**src/rtl/pu_sequencer.sv**
```systemverilog
// Control sequencer for one PU neuron lane. It walks the chunks of each neuron,
// pipelines the PU multiply/add strobes, and streams one ReLU result per neuron.
module pu_sequencer #(
   parameter int unsigned NUM_CHUNKS  = 8,
   parameter int unsigned NUM_NEURONS = 30,
   parameter int unsigned WADDR_W     = 5,
   parameter int unsigned DADDR_W     = 10,
   localparam int unsigned CHUNK_W    = $clog2(NUM_CHUNKS)
) (
   input  logic               clk,
   input  logic               rst_n,
   input  logic               start_i,
   input  logic [DADDR_W-1:0] sample_addr_i,
   output logic               busy_o,
   output logic               done_o,
   output logic               mem_read_o,
   output logic [WADDR_W-1:0] w_addr_o,
   output logic [DADDR_W-1:0] d_addr_o,
   output logic [CHUNK_W-1:0] chunk_sel_o,
   output logic               ld_mult_o,
   output logic               ld_add_o,
   output logic               acc_o,
   input  logic [7:0]         pu_out_i,
   output logic               result_valid_o,
   input  logic               result_ready_i,
   output logic [WADDR_W-1:0] result_idx_o,
   output logic [7:0]         result_data_o
);

   typedef enum logic [2:0] {IDLE, FIRST, RUN, DRAIN, OUT, FIN} state_e;

   state_e               state_q, state_d;
   logic [WADDR_W-1:0]   neuron_q, neuron_d;
   logic [CHUNK_W-1:0]   chunk_q, chunk_d;
   logic [DADDR_W-1:0]   d_addr_q, d_addr_d;
   logic [CHUNK_W-1:0]   chunk_sel_q, chunk_sel_d;
   logic [WADDR_W-1:0]   result_idx_q, result_idx_d;
   logic [7:0]           result_q;
   logic                 busy_q, busy_d;
   logic                 done_q, done_d;
   logic                 ld_mult_q, ld_mult_d;
   logic                 ld_add_q, ld_add_d;
   logic                 acc_q, acc_d;
   logic                 valid_q, valid_d;
   logic                 out_first_q, out_first_d;

   always_ff @(posedge clk or negedge rst_n) begin
      if (!rst_n) begin
         state_q <= IDLE;
      end else begin
         state_q <= state_d;
      end
   end

   // Next state plus next value of every registered output, decoded from state_d.
   always_comb begin
      state_d      = state_q;
      neuron_d     = neuron_q;
      chunk_d      = chunk_q;
      d_addr_d     = d_addr_q;
      busy_d       = 1'b0;
      done_d       = 1'b0;
      ld_mult_d    = 1'b0;
      ld_add_d     = 1'b0;
      acc_d        = 1'b0;
      valid_d      = 1'b0;
      chunk_sel_d  = '0;
      result_idx_d = result_idx_q;

      case (state_q)
         IDLE: begin
            if (start_i) begin
               d_addr_d = sample_addr_i;
               neuron_d = '0;
               chunk_d  = '0;
               state_d  = FIRST;
            end
         end
         FIRST: begin
            chunk_d = CHUNK_W'(1);
            state_d = RUN;
         end
         RUN: begin
            if (chunk_q == CHUNK_W'(NUM_CHUNKS - 1)) begin
               state_d = DRAIN;
            end else begin
               chunk_d = chunk_q + CHUNK_W'(1);
            end
         end
         DRAIN: state_d = OUT;
         OUT: begin
            if (result_ready_i) begin
               if (neuron_q == WADDR_W'(NUM_NEURONS - 1)) begin
                  state_d = FIN;
               end else begin
                  neuron_d = neuron_q + WADDR_W'(1);
                  chunk_d  = '0;
                  state_d  = FIRST;
               end
            end
         end
         FIN:     state_d = IDLE;
         default: state_d = IDLE;
      endcase

      case (state_d)
         FIRST: begin
            busy_d    = 1'b1;
            ld_mult_d = 1'b1;
         end
         RUN: begin
            busy_d      = 1'b1;
            ld_mult_d   = 1'b1;
            ld_add_d    = 1'b1;
            chunk_sel_d = chunk_d;
            // First add of a neuron overwrites the previous neuron's sum.
            acc_d       = (chunk_d != CHUNK_W'(1));
         end
         DRAIN: begin
            busy_d   = 1'b1;
            ld_add_d = 1'b1;
            acc_d    = 1'b1;
         end
         OUT: begin
            busy_d       = 1'b1;
            valid_d      = 1'b1;
            result_idx_d = neuron_d;
         end
         FIN:     done_d = 1'b1;
         default: ;
      endcase

      out_first_d = (state_d == OUT) && (state_q != OUT);
   end

   always_ff @(posedge clk or negedge rst_n) begin
      if (!rst_n) begin
         neuron_q     <= '0;
         chunk_q      <= '0;
         d_addr_q     <= '0;
         chunk_sel_q  <= '0;
         result_idx_q <= '0;
         result_q     <= '0;
         busy_q       <= 1'b0;
         done_q       <= 1'b0;
         ld_mult_q    <= 1'b0;
         ld_add_q     <= 1'b0;
         acc_q        <= 1'b0;
         valid_q      <= 1'b0;
         out_first_q  <= 1'b0;
      end else begin
         neuron_q     <= neuron_d;
         chunk_q      <= chunk_d;
         d_addr_q     <= d_addr_d;
         chunk_sel_q  <= chunk_sel_d;
         result_idx_q <= result_idx_d;
         busy_q       <= busy_d;
         done_q       <= done_d;
         ld_mult_q    <= ld_mult_d;
         ld_add_q     <= ld_add_d;
         acc_q        <= acc_d;
         valid_q      <= valid_d;
         out_first_q  <= out_first_d;
         if (out_first_q) begin
            result_q <= pu_out_i;
         end
      end
   end

   // The final add lands on the OUT entry edge, so the first OUT cycle passes pu_out through.
   assign result_data_o  = out_first_q ? pu_out_i : result_q;
   assign busy_o         = busy_q;
   assign mem_read_o     = busy_q;
   assign done_o         = done_q;
   assign w_addr_o       = neuron_q;
   assign d_addr_o       = d_addr_q;
   assign chunk_sel_o    = chunk_sel_q;
   assign ld_mult_o      = ld_mult_q;
   assign ld_add_o       = ld_add_q;
   assign acc_o          = acc_q;
   assign result_valid_o = valid_q;
   assign result_idx_o   = result_idx_q;

endmodule

```
**config.mk**
```make
export PLATFORM = sky130hd
export DESIGN_NAME = pu_sequencer
export DESIGN_NICKNAME = d
export VERILOG_FILES = /design/src/rtl/pu_sequencer.sv
export SDC_FILE = /design/constraint.sdc
export NUM_CORES = 1
export LEC_CHECK = 0
export CAP_MARGIN = 20
export CORE_MARGIN = 4
export CORE_UTILIZATION = 30
export DETAILED_ROUTE_END_ITERATION = 8
export GPL_ROUTABILITY_DRIVEN = 0
export SETUP_SLACK_MARGIN = 0.4
export SLEW_MARGIN = 20
export SYNTH_ARGS = -nofsm -noshare
export SYNTH_HDL_FRONTEND = slang
export SYNTH_SLANG_ARGS = --single-unit
```
**constraint.sdc**
```tcl
create_clock -name clk -period 1.43 [get_ports clk]
set_input_delay 0.143 -clock clk [delete_from_list [all_inputs] [get_ports clk]]
set_output_delay 0.143 -clock clk [all_outputs]
set_load 0.005 [all_outputs]
```
==> qor.yml <==
worst_setup_path:
  timing.rr.end: "acc_o"
  crit_required_ns: 1.59
  worst_setup_path_start_kind: "flip-flop"
  cp_cell_sequence: "inv_2 -> ha_4 -> and4_4 -> o211a_4 -> a211oi_4 -> a41oi_2"
  cpPeakStageDelay_ns: 0.39
  crit_type: "flip-flop to flip-flop"
  arrival_ns: 1.77
  cp-end-kind: "flip-flop"
  critical-path-slowest-cell: "dfrtp_1"
  r2r_start: "w_addr_o[1]"
  reg2reg_depth: 6
  r2r_slack_ns: -0.18
  crit_path_max_fanout: 4
logic_synthesis:
  yosysWarnings: 0
  async_flop_share_pct: 100
  netlist_instances: 154
  seq_area_frac_synth_pct: 57.4
  ys.flop_type: "dfrtp_1"
  synth_area_um2: 1920
  synthesis.nets: 179
  synth-edff-count: 0
  ys_ff_latch: 44
  synth_area_per_cell_um2: 12.5
  synthDistinctLibCells: 44
global_routing:
  grt_max_degree: 45
  gr-total-overflow: 0
  grt_pass1_vias: 1705
  grt_pass1_wl_um: 8140
  grt.total_usage_pct: 13.5
  antenna_found_initial: 0
outcome:
  violations: "setup timing"
  status: "complete, but fails checks"
clocking:
  clk_pin_slew_ns: 0.08
  cts_root_buffer: "clkbuf_8"
  htreeDepth: 2
  clk_latency_ns: 0.29
  tritoncts: "built"
  clock_path_buffers: 2
  clock_sinks: 44
  cts_made_buffers: 5
timing:
  whs_ns: 0.336
  relSlewSlack_pct: 71.1
  timing.final.ws_setup_ns: -0.183
  period_needed_ns: 1.61
  max_freq_ghz: 0.620
  fin_worst_skew_ns: 0.00903
  grt_setup_unrepaired: "true"
  setup_viol: 29
  period_share_pct: 113
  setup_tns_ns: -3.21
  worstMarginPinSlew_ns: 0.434
  slew_violations: 0
  finalHoldViolCount: 0
place:
  pre_cts_ws_ns: -0.315
  port_buffers: 59
  place_area_um2: 2880
  dp_hpwl_um: 3440
  dp.cells: 315
floorplan:
  die_area_um2: 7740
  std_cell_rows: 28
  ios: 60
  coreArea_um2: 6060
  fp.dieW_um: 88.0
  die_h_um: 88.0
  floorplan.initialDensity_pct: 31.6
pwr:
  peakVddDrop_mv: 0.916
  leakage_nw: 1.61
  p_per_area_nw_per_um2: 2020
  power_mw: 7.03
detailed_routing:
  drtPass1Iterations: 4
  vias_per_cell: 4.88
  wire_per_inst_um: 15.4
  via_count: 1721
  finalWirelength_um: 5430
  drc: 0
  antenna_left: 0
  drtIter0Drc: 37
finish:
  post-route-util_pct: 57.3
  antenna-diode-count: 0
  nFillCells: 505
  num-nets-final: 302
  layout-drive-gt1-share_pct: 60.1
  area_delta_synth_final_pct: 81.2
  stdcell_area_um2: 3480
  stdcell_count: 353
hold_path:
  hp-class: "input port to async pin"
job:
  drv_cap: 0
logic make-up after synthesis:
group	Yosys count	synth area share (%)
simple gates	40	12.7
mux	23	13.4
buf+inv	17	3.85
fa+ha+maj	3	1.96
xor+xnor	1	0.457
compound gates	26	10.2
flops	44	57.4
cell usage in the layout (no fill, tap or decap), drive strengths merged, types with 2 or more instances in the layout:
master and instances:
buf 86, dfrtp 44, clkbuf 22, mux2 22, clkdlybuf4s50 20, inv 10, nand2 8, nand3 6
nor2 6, a21oi 5, ha 3, nand2b 3, a31oi 3, o21ai 3, o31ai 3, and4 2
nand4 2, a211oi 2, a41oi 2, nor4b 2, nor3b 2, nor3 2
Yosys cell counts (2+ instances only):
cell type  number  area (um^2)
dfrtp_1        44         1100
mux2_2         16          180
inv_1          10         37.5
nand2_1         8         30.0
mux2_1          6         67.6
nand3_1         6         30.0
a21oi_1         5         25.0
buf_2           5         25.0
nor2_1          5         18.8
a31oi_1         3         18.8
ha_1            3         37.5
nand2b_1        3         18.8
o31ai_1         3         22.5
a41oi_1         2         17.5
and4_1          2         17.5
nand4_1         2         12.5
nor3_1          2         10.0
nor3b_1         2         15.0
o21ai_1         2         10.0
registers in the layout, indices dropped and copies added, names as in the netlist:
| name | flops |
|---|---|
| ld_mult_o | 1 |
| done_o | 1 |
| d_addr_o | 10 |
| result_q | 8 |
| chunk_sel_o | 3 |
| out_first_q | 1 |
| chunk_q | 3 |
| result_valid_o | 1 |
| busy_o | 1 |
| ld_add_o | 1 |
| result_idx_o | 5 |
| acc_o | 1 |
| w_addr_o | 5 |
| state_q | 3 |
final cells by class:
type	count	area [um^2]	area share, %
clock buffers	6	72.6	2.09
clock inverters	2	35.0	1.01
inverters	10	42.5	1.22
multi-input cells	93	1060	30.6
flip-flops and latches	44	1100	31.7
well taps	75	93.8	2.70
repair buffers	123	1060	30.6
per-layer routing:
layer / global-route usage (%) / vias up / share of wire (%)
li1: - / 798 / -
met1: 17.3 / 862 / 43
met2: 22.6 / 55 / 49
met3: 3.76 / 6 / 6.7
met4: 3.49 / 0 / 0.88
met5: 0 / - / 0
worst max-delay path by stage:
stage          cells past startpoint           start         endpoint
2_1_floorplan                      6     w_addr_o[1]            acc_o
3_3_place_gp                       5  result_ready_i  result_idx_o[1]
3_5_place_dp                       5  result_ready_i  result_idx_o[4]
4_1_cts                            5      state_q[1]  result_idx_o[1]
5_1_grt                            5      state_q[0]            acc_o
6_report                           6     w_addr_o[1]            acc_o
worst max-delay path: cells and delay by family (launching register included):
kind | cells | cell delay, ns
AND/OR/NAND/NOR | 1 | 0.16
adder cells (fa/ha/maj) | 1 | 0.16
flip-flops | 1 | 0.39
buffers and inverters | 1 | 0.07
AO/OA/AOI/OAI | 3 | 0.69
timing repair:
action                     in CTS  in global routing
hold buffers                    1                  0
setup endpoints to repair      74                 69
resized for setup             163                 63
setup buffers                  17                 11
pin swaps                      12                 12
hold endpoints to repair       44                  0
cloned                          0                  1
power by group:
| part | internal, mW | switching [mW] |
|---|---|---|
| Sequential | 1.72 | 0.242 |
| Combinational | 2.40 | 1.74 |
| Clock | 0.519 | 0.408 |
| Total | 4.64 | 2.39 |
No activity file was read; power rests on OpenSTA's default activity.
